**src/rtl/down_counter_fsm.sv**
```systemverilog
// ---------------------------------------------------------------------------
// down_counter_fsm
//   Loadable down-counter with a start/busy/done handshake. A run loads
//   load_val and counts down to zero; reaching zero is a terminal event that
//   pulses done and either stops (back to IDLE) or reloads the start value
//   and keeps running when reload_en is high. tc_count counts terminal
//   events since the last accepted start and saturates at all-ones.
//
// Ports
//   clk        in   1      clock, rising edge
//   rst        in   1      asynchronous, active-high reset
//   load_val   in   WIDTH  start value, sampled when start is accepted
//   start      in   1      begin a run (accepted only in IDLE)
//   pause      in   1      hold the count while running
//   abort      in   1      end the run immediately, no done pulse
//   reload_en  in   1      at terminal: 1 = reload and continue, 0 = stop
//   count      out  WIDTH  remaining count
//   busy       out  1      high while running
//   done       out  1      one-cycle pulse per terminal event
//   tc_count   out  TC_W   terminal events since last start, saturating
// ---------------------------------------------------------------------------
module down_counter_fsm #(
  parameter int WIDTH = 16,
  parameter int TC_W  = 8
) (
  input  logic             clk,
  input  logic             rst,
  input  logic [WIDTH-1:0] load_val,
  input  logic             start,
  input  logic             pause,
  input  logic             abort,
  input  logic             reload_en,
  output logic [WIDTH-1:0] count,
  output logic             busy,
  output logic             done,
  output logic [TC_W-1:0]  tc_count
);

  typedef enum logic {
    ST_IDLE = 1'b0,
    ST_RUN  = 1'b1
  } state_t;

  state_t           state_q,  state_d;
  logic [WIDTH-1:0] count_q,  count_d;
  logic [WIDTH-1:0] reload_q, reload_d;
  logic [TC_W-1:0]  tc_q,     tc_d;
  logic             busy_q,   busy_d;
  logic             done_q,   done_d;

  always_comb begin
    state_d  = state_q;
    count_d  = count_q;
    reload_d = reload_q;
    tc_d     = tc_q;
    busy_d   = busy_q;
    done_d   = 1'b0;

    case (state_q)
      ST_IDLE: begin
        // abort outranks start: an aborted start leaves everything untouched
        if (!abort && start) begin
          count_d  = load_val;
          reload_d = load_val;
          tc_d     = '0;
          busy_d   = 1'b1;
          state_d  = ST_RUN;
        end
      end

      ST_RUN: begin
        if (abort) begin
          count_d = '0;
          busy_d  = 1'b0;
          state_d = ST_IDLE;
        end else if (pause) begin
          // hold everything, including at count==0 (terminal deferred)
          count_d = count_q;
        end else if (count_q == '0) begin
          done_d = 1'b1;
          tc_d   = (tc_q == {TC_W{1'b1}}) ? tc_q : tc_q + 1'b1;
          if (reload_en) begin
            count_d = reload_q;
          end else begin
            busy_d  = 1'b0;
            state_d = ST_IDLE;
          end
        end else begin
          count_d = count_q - 1'b1;
        end
      end

      default: begin
        state_d = ST_IDLE;
        busy_d  = 1'b0;
      end
    endcase
  end

  always_ff @(posedge clk or posedge rst) begin
    if (rst) begin
      state_q  <= ST_IDLE;
      count_q  <= '0;
      reload_q <= '0;
      tc_q     <= '0;
      busy_q   <= 1'b0;
      done_q   <= 1'b0;
    end else begin
      state_q  <= state_d;
      count_q  <= count_d;
      reload_q <= reload_d;
      tc_q     <= tc_d;
      busy_q   <= busy_d;
      done_q   <= done_d;
    end
  end

  assign count    = count_q;
  assign busy     = busy_q;
  assign done     = done_q;
  assign tc_count = tc_q;

endmodule

```
**config.mk**
```make
export PLATFORM = sky130hd
export DESIGN_NAME = down_counter_fsm
export DESIGN_NICKNAME = d
export VERILOG_FILES = /design/src/rtl/down_counter_fsm.sv
export SDC_FILE = /design/constraint.sdc
export NUM_CORES = 1
export LEC_CHECK = 0
export CAP_MARGIN = 10
export CORE_ASPECT_RATIO = 1.2
export CORE_MARGIN = 4
export CORE_UTILIZATION = 25
export DETAILED_ROUTE_END_ITERATION = 10
export DONT_BUFFER_PORTS = 1
export GPL_ROUTABILITY_DRIVEN = 0
export PLACE_DENSITY = 0.44
export SLEW_MARGIN = 10
export SYNTH_ARGS = -nofsm -noshare
export SYNTH_HDL_FRONTEND = slang
export SYNTH_SLANG_ARGS = --single-unit
```
**constraint.sdc**
```tcl
create_clock -name clk -period 2.5 [get_ports clk]
set_input_delay 0.25 -clock clk [delete_from_list [all_inputs] [get_ports clk]]
set_output_delay 0.25 -clock clk [all_outputs]
set_load 0.02 [all_outputs]
```
# Yosys cells after proc, flatten, opt, wreduce, memory -nomap -nowiden
# Cells that the tools add are included.
# totals
word_cells	54
register_bits	43
out_inout_bits	26
# classes
bitwise_logic	1
addsub	2
n_eq_ne	10
reduce_logical	7
muxes	28
# ops
operator	n
$mux 16	5
$mux 8	5
$pmux 16 s2	1
$logic_not 16->1	1
$pmux 8 s2	1
$sub 16x1->16 const B	1
$mux 1	14
$add 8x1->8 const B	1
$eq 8x8->1 const B	1
$ne 2x2->1 const B	4
$ne 3x3->1 const B	2
$reduce_and 5->1	1
$ne 4x4->1 const B	1
$pmux 1 s2	2
$reduce_and 4->1	1
$ne 3x2->1 const B	1
$reduce_and 3->1	1
$ne 2x1->1 const B	1
$reduce_and 2->1	1
$logic_and 1x1->1	1
$logic_not 1->1	1
$not 1->1	1

# Logic depth before layout (Yosys ltp)
# logic_depth
word_depth	6
mapped_depth	9
ltp_nobuf	8

# Worst setup path after synthesis
# No wires, ideal clock.
# synth_path
kind	reg2reg
start	register count_q[0] (netlist: count[0])
end	register count_q[13] (netlist: count[13])
path_slack_ps	447
required_ps	2379
path_stages_with_launch	10
arrival_time_ps	1932
setup_time_ps	121
path_cell_list	dfrtp_1 -> inv_1 -> ha_1 -> nor4b_1 -> nand4_2 -> a21oi_4 -> a21oi_2 -> buf_6 -> o21a_1 -> o22a_1
# synth_via
elab_chain_len	5
elab_cells_between_ends	8
classes_between	add/sub: 1; eq/ne: 1; mux: 4; reduce/logical: 2
# synth_lines
element	line	rtl
start, declared	45	logic [WIDTH-1:0] count_q, count_d;
start signal, assigned	110	count_q <= count_d;
$sub 16x1->16 / $logic_not 16->1 (equally long branches)	89, 79	
$mux 16	79	end else if (count_q == '0) begin
$mux 16	76	end else if (pause) begin
$mux 16	72	if (abort) begin
$pmux 16 s2	59	case (state_q)
# Several ways; a longest one is shown, not always the timed one. The select of a mux whose other input is x is not followed.
# A chain may end at the register's enable or synchronous reset.

# Worst setup path in the final report
# layout_path
start	register count_q[0] (netlist: count[0])
end	register count_q[14] (netlist: count[14])
# Same word-level chain as after synthesis.

==> metrics <==
Final Critical Period=2.23 ns; Detailed Place HPWL=5890 um; Pint=between 1500 and 2000 uW; Final Hold Viols=0; CORE AREA=10,000 um^2; startpoint types=flop; Final period util=0.893; Yosys cell types=52; GRT Total Usage=0.138; Worst setup EP type=flop; I/O Buffers=0; Clock Sinks=43; RSZ-0062 raised after global routing=false; Slew Limit Fails=0; Sw Share=0.350; CP Class=reg2reg; largest net degree at the start of global routing=44; Overall Power=2410 uW; Vias/cell=4.91; final net count=approximately 330; Flop pwr share=0.392; r2r startpoint=count[0]$_DFFE_PP0P_; syn nets=between 300 and 400; CTS tree=built; post-CTS sizing=0; Avg Synthesized Cell Area=8.85 um^2; Clk pwr share=0.316; Clock Pin Slew Worst Setup and Hold Paths=0.07 ns; Routed WL=7700 um; Critical Path RT=2.70 ns; fmax=448 MHz; EDFF count, synth=0; Inserted Clock Buffers=5; H-tree depth=2; CTS Root Buffer Type=clkbuf_16; DR WL/cell=between 15 and 20 um; mapped cell area=2570 um^2; Vias=roughly 2,100; setup_tns=0 ns; Async SR Flop Fraction=1.00; clk_lat worst skew=roughly 0.29 ns; Worst Tran Pin Value=0.961 ns; first-pass GRT wire length=roughly 13,000 um; worst hold path type=in2async; worst-case reg-to-reg path depth=9; CP bufs+invs=2; Die Span X=101 um; Comb pwr share=0.293; maxcap violations=0; switching power=841 uW; starting density of the core=0.256; gr ovfl total=0; row count=40; worst-path maximum fanout=15; layout cells sized above 1=0.174; Die Y=approximately 120 um; slowest stage delay, CP=0.59 ns; Setup-failing EPs final=0; outcome=finished clean; reg2reg setup slack=0.27 ns; R2R Path End=count[14]$_DFFE_PP0P_; top_reg_cell synth=dfrtp_1; maximum VDD drop=0.000235 V; delay-heaviest family, CP=compound AO/OA/AOI/OAI gates; I/O pin cnt=between 40 and 50; # DRC=0; die area=12,000 um^2; DR pass1 iterations=4; Ys Warns=0; Critical Path Slowest Stage Cell=a21oi_2; Synth Instances=290; leakage power=0.00132 uW; Worst slew margin=0.358; DR iter-0 viols=129; CP arrival=~2.4 ns; CTS max path bufs=2; initial antenna violation count=0; CP cell instances=inv_1, ha_1, nor4b_1, nand4_2, a21oi_4, a21oi_2, buf_4, nor2_1, nor3_1; Post-CTS Hold Fix Bufs=0; Post-DRT Antenna Nets=0; Post-CTS Setup Bufs=0; vias in the first global route=2,309; Layout Skew=0.0107 ns; sequential fraction of the synthesis area=0.419; Layout area overhead=17.1%; synthesized flop and latch total=43; Pwr Density=800 nW/um^2
## Yosys cell counts (3+ instances only)
cell	count	area, um^2
buf_6	4	45.0
inv_1	11	41.3
o32a_1	5	50.1
nor2b_1	3	18.8
nor4_4	4	85.1
o211ai_1	3	22.5
nor4_1	4	25.0
clkbuf_1	8	30.0
o22a_1	3	26.3
a21oi_1	11	55.1
nor2_1	42	158
nand4_1	4	25.0
xnor2_1	6	52.6
nand2_1	47	176
dfrtp_1	43	1080
nor2_2	4	25.0
o21ai_0	16	80.1
nand3_1	5	25.0
and2_1	3	18.8
ha_1	3	37.5
a211oi_2	3	37.5
a31oi_1	5	31.3
nor3_1	4	20.0
nand2b_1	4	25.0
xor2_1	8	70.1
## cells by family (layout without fill, tap and decap cells)
| family | count (synthesis) | in the layout | synth area share |
|---|---|---|---|
| AO/OA/AOI/OAI | 67 | 67 | 0.188 |
| adder cells (fa/ha/maj) | 3 | 3 | 0.0146 |
| AND/OR/NAND/NOR | 136 | 136 | 0.277 |
| buffers and inverters | 27 | 47 | 0.0536 |
| XOR/XNOR | 14 | 14 | 0.0478 |
| flip-flops | 43 | 43 | 0.419 |
| other | 0 | 1 | 0 |
## how the worst max path moves through the flow
| stage | startpoint | to | slack, ns | cells after the start |
|---|---|---|---|---|
| final | count[0]$_DFFE_PP0P_ | count[14]$_DFFE_PP0P_ | 0.27 | 9 |
| after CTS | count[0]$_DFFE_PP0P_ | count[14]$_DFFE_PP0P_ | 0.24 | 9 |
| after detailed placement | count[5]$_DFFE_PP0P_ | tc_count[7]$_DFFE_PP0P_ | 0.28 | 6 |
| after floorplan | count[0]$_DFFE_PP0P_ | count[13]$_DFFE_PP0P_ | 0.45 | 9 |
| after global placement | count[0]$_DFFE_PP0P_ | count[14]$_DFFE_PP0P_ | 0.26 | 9 |
| after global routing | count[5]$_DFFE_PP0P_ | tc_count[7]$_DFFE_PP0P_ | 0.08 | 6 |
## area by class of cell
| cell class | count | area, um^2 |
|---|---|---|
| multi-input combinational | 220 | 1350 |
| antenna | 1 | 2.50 |
| clock buffer | 5 | 125 |
| timing repair buffer | 27 | 203 |
| fill | 1069 | 7000 |
| clock inverter | 3 | 43.8 |
| inverter | 12 | 45.0 |
| tap | 126 | 158 |
| sequential | 43 | 1080 |
## registers in the layout, summed over array words and instances (netlist names)
register,count
done,1
tc_count,8
reload_q,16
busy,1
count,16
state_q,1
## power by group through the flow
stage          clock network [uW]  logic [uW]  registers, uW
2_1_floorplan                   0         371           1040
3_3_place_gp                    0         711            956
3_5_place_dp                    0         711            958
4_1_cts                       780         715            944
5_1_grt                       810         786            956
6_report                      760         704            942
## cells in the final DEF, fill, tap and decap left out, drive strengths merged, types with 2 or more instances in the layout
master,instances
a221oi,2
a311oi,2
nor2b,3
o32a,5
inv,12
nor4,8
nor2,46
or2,3
nand4b,3
o211ai,3
o21ai,18
and2,3
clkbuf,5
a221o,2
xor2,8
nand4,5
o22a,3
a21oi,13
dfrtp,43
ha,3
nand2b,4
a211oi,5
a22o,2
and3,2
nand3,5
buf,27
a31oi,5
nor3,4
xnor2,6
nand2,47
clkinv,2
## routing by layer
layer | global-route usage | up-vias | wire [um]
met5 | 0 | - | 0
met4 | 0.0505 | 0 | 192
met3 | 0.0328 | 12 | 457
met2 | 0.228 | 57 | 3860
met1 | 0.172 | 1019 | 3190
li1 | - | 1058 | -
## through the flow
stage,cell area (um^2),hold slack (ns),std cells,worst slack [ns],util
floorplan,2570,0.355,290,0.447,-
global placement,2840,0.358,428,0.264,0.283
detailed placement,2840,0.361,428,0.276,0.283
CTS,3000,0.0589,436,0.242,0.300
global route,3000,0.0570,436,0.0786,0.300
finish,3010,0.0617,437,0.268,0.300
Power figures use the tool's default switching activity.
